`config.mk`:
```
export PLATFORM = sky130hd
export DESIGN_NAME = nes_pad_serial_reader
export DESIGN_NICKNAME = d
export VERILOG_FILES = /design/src/rtl/nes_pad_serial_reader.sv
export SDC_FILE = /design/constraint.sdc
export NUM_CORES = 1
export LEC_CHECK = 0
export BUFFER_PORTS_ARGS = -buffer_cell sky130_fd_sc_hd__clkbuf_2
export CAP_MARGIN = 20
export CORE_AREA = 2 2 57 99
export CTS_CLUSTER_SIZE = 20
export DETAILED_ROUTE_END_ITERATION = 12
export DIE_AREA = 0 0 59 101
export GPL_TIMING_DRIVEN = 0
export PLACE_DENSITY = 0.71
export RECOVER_POWER = 50
export SLEW_MARGIN = 20
export SYNTH_ARGS = -nofsm -noshare
export SYNTH_HDL_FRONTEND = slang
export SYNTH_SLANG_ARGS = --single-unit
export TNS_END_PERCENT = 100
```
`constraint.sdc`:
```
create_clock -name clk -period 2.27 [get_ports clk]
set_input_delay 0.454 -clock clk [delete_from_list [all_inputs] [get_ports clk]]
set_output_delay 0.454 -clock clk [all_outputs]
set_load 0.005 [all_outputs]
```
`src/rtl/nes_pad_serial_reader.sv`:
```
// ============================================================================
// nes_pad_serial_reader: polls an NES pad (CD4021) and presents its buttons.
// Rev 1.0
// ============================================================================
`default_nettype none

module nes_pad_serial_reader #(
  parameter int HALF_CYC  = 300,
  parameter int LATCH_CYC = 600,
  parameter int POLL_CYC  = 833333
) (
  input  logic       clk,
  input  logic       rst,
  input  logic       poll_now,
  input  logic       pad_data,
  output logic       pad_latch,
  output logic       pad_clk,
  output logic [7:0] buttons,
  output logic       valid,
  output logic       busy
);

  localparam int PHASE_MAX = (LATCH_CYC > HALF_CYC) ? LATCH_CYC : HALF_CYC;
  localparam int PHASE_W   = $clog2(PHASE_MAX);
  localparam int POLL_W    = (POLL_CYC > 1) ? $clog2(POLL_CYC) : 1;

  localparam logic [PHASE_W-1:0] LATCH_LAST = PHASE_W'(LATCH_CYC - 1);
  localparam logic [PHASE_W-1:0] HALF_LAST  = PHASE_W'(HALF_CYC - 1);
  localparam logic [POLL_W-1:0]  POLL_LAST  = POLL_W'(POLL_CYC - 1);

  typedef enum logic [2:0] {
    IDLE   = 3'd0,
    LATCH  = 3'd1,
    BIT_LO = 3'd2,
    BIT_HI = 3'd3,
    DONE   = 3'd4
  } state_t;

  state_t              state, state_nxt;
  logic [PHASE_W-1:0]  phase_cnt, phase_nxt;
  logic [2:0]          bit_idx, idx_nxt;
  logic [7:0]          shift_q, shift_nxt;
  logic [POLL_W-1:0]   poll_cnt;
  logic [1:0]          sync_q;
  logic                bit_in;
  logic                poll_start;
  logic [7:0]          remap;

  // Pad drives low for pressed; invert so a pressed button samples as 1.
  assign bit_in = ~sync_q[1];

  // Pad serial order is A,B,Sel,Start,Up,Down,Left,Right; core swaps Up/Down and Left/Right.
  assign remap = {shift_q[6], shift_q[7], shift_q[4], shift_q[5], shift_q[3:0]};

  always_comb begin
    state_nxt  = state;
    phase_nxt  = phase_cnt + 1'b1;
    idx_nxt    = bit_idx;
    shift_nxt  = shift_q;
    poll_start = 1'b0;

    case (state)
      IDLE: begin
        phase_nxt = '0;
        if (poll_now || (poll_cnt == POLL_LAST)) begin
          poll_start = 1'b1;
          state_nxt  = LATCH;
        end
      end
      LATCH: begin
        if (phase_cnt == LATCH_LAST) begin
          phase_nxt = '0;
          idx_nxt   = 3'd0;
          state_nxt = BIT_LO;
        end
      end
      BIT_LO: begin
        if (phase_cnt == HALF_LAST) begin
          phase_nxt          = '0;
          shift_nxt[bit_idx] = bit_in;
          state_nxt          = (bit_idx == 3'd7) ? DONE : BIT_HI;
        end
      end
      BIT_HI: begin
        if (phase_cnt == HALF_LAST) begin
          phase_nxt = '0;
          idx_nxt   = bit_idx + 3'd1;
          state_nxt = BIT_LO;
        end
      end
      DONE: begin
        phase_nxt = '0;
        state_nxt = IDLE;
      end
      default: begin
        phase_nxt = '0;
        state_nxt = IDLE;
      end
    endcase
  end

  always_ff @(posedge clk) begin
    if (rst) begin
      state     <= IDLE;
      phase_cnt <= '0;
      bit_idx   <= '0;
      shift_q   <= '0;
      poll_cnt  <= '0;
      sync_q    <= 2'b11;
      pad_latch <= 1'b0;
      pad_clk   <= 1'b0;
      buttons   <= '0;
      valid     <= 1'b0;
      busy      <= 1'b0;
    end else begin
      state     <= state_nxt;
      phase_cnt <= phase_nxt;
      bit_idx   <= idx_nxt;
      shift_q   <= shift_nxt;
      sync_q    <= {sync_q[0], pad_data};

      if (poll_start) begin
        poll_cnt <= '0;
      end else if (poll_cnt != POLL_LAST) begin
        poll_cnt <= poll_cnt + 1'b1;
      end

      // Outputs are registered from the next state so they align with it.
      pad_latch <= (state_nxt == LATCH);
      pad_clk   <= (state_nxt == BIT_HI);
      valid     <= (state_nxt == DONE);
      busy      <= (state_nxt != IDLE);

      if (state == DONE) begin
        buttons <= remap;
      end
    end
  end

endmodule

`default_nettype wire

```
==> impl_metrics.yaml <==
run_status:
  status: "finished, final reports clean"
setup_path:
  setup.worst_path.class: "reg2reg"
  cp_data_required_time_ns: 2.52
  setup.worst_path.end_class: "flip-flop"
  crit_path_frequent_cell: "nor4b_4"
  crit_fanout: 10
  reg2reg_depth: 5
  worstSetupStartpointType: "flip-flop"
  max_stage_delay_ns: 0.51
  critPathSlowestCell: "nor4b_4"
  crit_chain: "nor4b_4 -> nand4_4 -> nor4b_4 -> a21oi_1 -> a311oi_1"
  arrival_ns: 2.23
logic_synthesis:
  synth-adder-area-share: 0.0249
  synth.distinct_cells: 38
  synthCells: 285
  synth_mux_area_frac: 0.00398
  syn_area_sq_um: 2520
  yosys.area.top_type: "dfxtp_1"
  synth_edf_count: 0
  synth_compound_area_frac: 0.0989
  synth-xor-area-share: 0.0835
  ys_warn_count: 0
  ys.flop_type: "dfxtp_1"
  synth_area_leaders: "dfxtp_1 46%, nor2_1 6.7%, nand2_1 5.2%, a21oi_1 4.8%, xor2_1 4.5%"
  synth_top_family_by_area: "simple AND/OR/NAND/NOR gates"
  async_reset_ff_frac: 0
  synth-seq-cells: 58
  synth-simple-area-share: 0.302
  syn_avg_cell_area_sq_um: 8.83
  yosysTopAreaCellShare: 0.461
  synth_nets: 294
  ys_seq_area_frac: 0.461
timing:
  skew_ns: 0.00773
  tightest_slew_ns: 0.534
  setup_viol: 0
  finalCritPeriodShare: 0.873
  hold_viol: 0
  slew_viol_final: 0
  finalSetupTns_ns: 0
  max_freq_ghz: 0.505
  slew_headroom: 0.643
  rsz0062_at_grt: "no"
  period_needed_ns: 1.98
routing:
  routedWlPerCell_um: 12.8
  wl_um: 4740
  drt_iter0_drc: 69
  first_pass_iters: 4
  drc_errors: 0
  vias_per_cell: 5.40
  ant_nets: 0
  vias: 2005
final_layout:
  area_delta_synth_final_pct: 15.5
  num_antenna_cells: 0
  drive_gt1_frac: 0.114
  final_nets: 320
  layoutNonFillerInstCount: 371
global_route:
  grt_max_degree: 11
  grt_pass1_vias: 1985
  grt_antenna_before_repair: 0
  grt_pass1_wl_um: 8450
  grt.total_usage: 0.185
  grt.overflow.total: 0
flow_run:
  cap_violations: 0
floorplan:
  pin_count: 16
  core_sq_um: 5170
  floorplan.initialDensity: 0.487
  num_rows: 35
  die-width_um: 59
  die_area_sq_um: 5960
  dieHeight_um: 101
placement:
  dpl.hpwl_um: 3480
  dp.cells: 354
  routabilityCongestion: 0.785
  port-buffer-count: 14
clocking:
  tritoncts: "built"
  cts_sinks: 58
  htreeDepth: 3
  insertion_delay_ns: 0.34
  clockRootBuffer: "clkbuf_8"
  max-clock-path-buffers: 2
  clkSlewWorstSetupHoldPaths_ns: 0.06
  cts_made_buffers: 9
pwr:
  leakage_nw: 0.999
  ir_worst_vdd_mv: 0.456
  power.density_nw_per_um2: 789
hold_path:
  hold_depth: 2
  worstHoldPathType: "in2reg"
[sequential cells by signal (all words and copies together) (netlist names)]
| signal | count |
|---|---|
| poll_cnt | 20 |
| phase_cnt | 10 |
| buttons | 8 |
| shift_q | 8 |
| bit_idx | 3 |
| state | 3 |
| sync_q | 2 |
| busy | 1 |
| pad_clk | 1 |
| pad_latch | 1 |
| valid | 1 |
[cells by family after synthesis]
group                    Yosys count
multiplexers                       1
XOR/XNOR                          24
buffers and inverters             15
flip-flops                        58
adder cells (fa/ha/maj)            5
AND/OR/NAND/NOR                  145
AO/OA/AOI/OAI                     37
[Yosys cell counts (all sizes together), types with 4 or more instances]
master,number
a21oi,24
a311oi,8
and3,5
clkbuf,6
dfxtp,58
ha,5
inv,6
nand2,35
nand3,18
nand4,6
nor2,45
nor3,11
or2,4
xnor2,11
xor2,13
[area by class of cell]
type / count / area [sq um]
buffer: 9 / 42.5
clock inverter: 4 / 97.6
clock buffer: 12 / 155
sequential: 58 / 1160
inverter: 6 / 22.5
multi-input combinational: 212 / 1290
tap: 55 / 68.8
fill: 481 / 2260
timing repair buffer: 15 / 68.8
[metrics by stage]
| stage | util | power, mW | hold WS [ns] | worst slack (ns) | area, sq um |
|---|---|---|---|---|---|
| after global placement | 0.514 | 1.13 | 0.393 | 0.160 | 2660 |
| after global routing | 0.563 | 2.37 | 0.285 | 0.0634 | 2910 |
| final | 0.563 | 2.29 | 0.299 | 0.289 | 2910 |
| after detailed placement | 0.514 | 1.14 | 0.394 | 0.106 | 2660 |
| after floorplan | - | 1.11 | 0.389 | 0.511 | 2520 |
| after CTS | 0.563 | 2.32 | 0.280 | 0.0862 | 2910 |
[layer usage]
layer	vias to the layer above	global-route usage	wire length [um]
met1	929	0.190	1940
met3	11	0.0526	132
met4	0	0.101	146
li1	1034	-	-
met2	31	0.325	2530
met5	-	0	0
[final timing paths]
path	startpoint	end	slack [ns]
setup / recovery	phase_cnt[2]	shift_q[5]	0.29
hold / removal	pad_data	sync_q[0]	0.30
setup reg to reg	phase_cnt[2]	shift_q[5]	0.29
hold reg to reg	sync_q[0]	sync_q[1]	0.41
[what timing repair did]
action	CTS	global route
setup buffers	0	1
endpoints found under the hold margin	0	0
gates resized for setup	0	0
endpoints found under the setup margin	0	10
hold buffers	0	0
[report_power, final]
part | total (mW) | switching, mW | leakage [nW] | internal (mW)
clock | 1.18 | 0.390 | 0.123 | 0.789
sequential | 1.04 | 0.00654 | 0.469 | 1.03
combinational | 0.0782 | 0.0501 | 0.407 | 0.0281
total | 2.29 | 0.447 | 0.999 | 1.85
[cells in the final DEF (no fill, tap or decap), types with 4 or more instances in the layout]
cell      netlist  layout
and3_1          5       5
a311oi_1        8       8
xnor2_1        11      11
inv_1           6       6
nand4_1         5       5
dfxtp_1        58      58
clkbuf_8        0      11
nor3_1         11      11
or2_2           4       4
nor2_1         45      45
nand3_1        18      18
a21oi_1        24      24
nand2_1        35      35
ha_1            5       5
xor2_1         13      13
clkbuf_2        0       7
clkbuf_1        6      13
[worst max-delay path: cells and delay by family, from the launching register on]
family,cells,cell delay (ns)
AOI/OAI and AO/OA,2,0.38
DFF,1,0.39
and+or+nand+nor,3,1.12
Power figures use the tool's default switching activity.
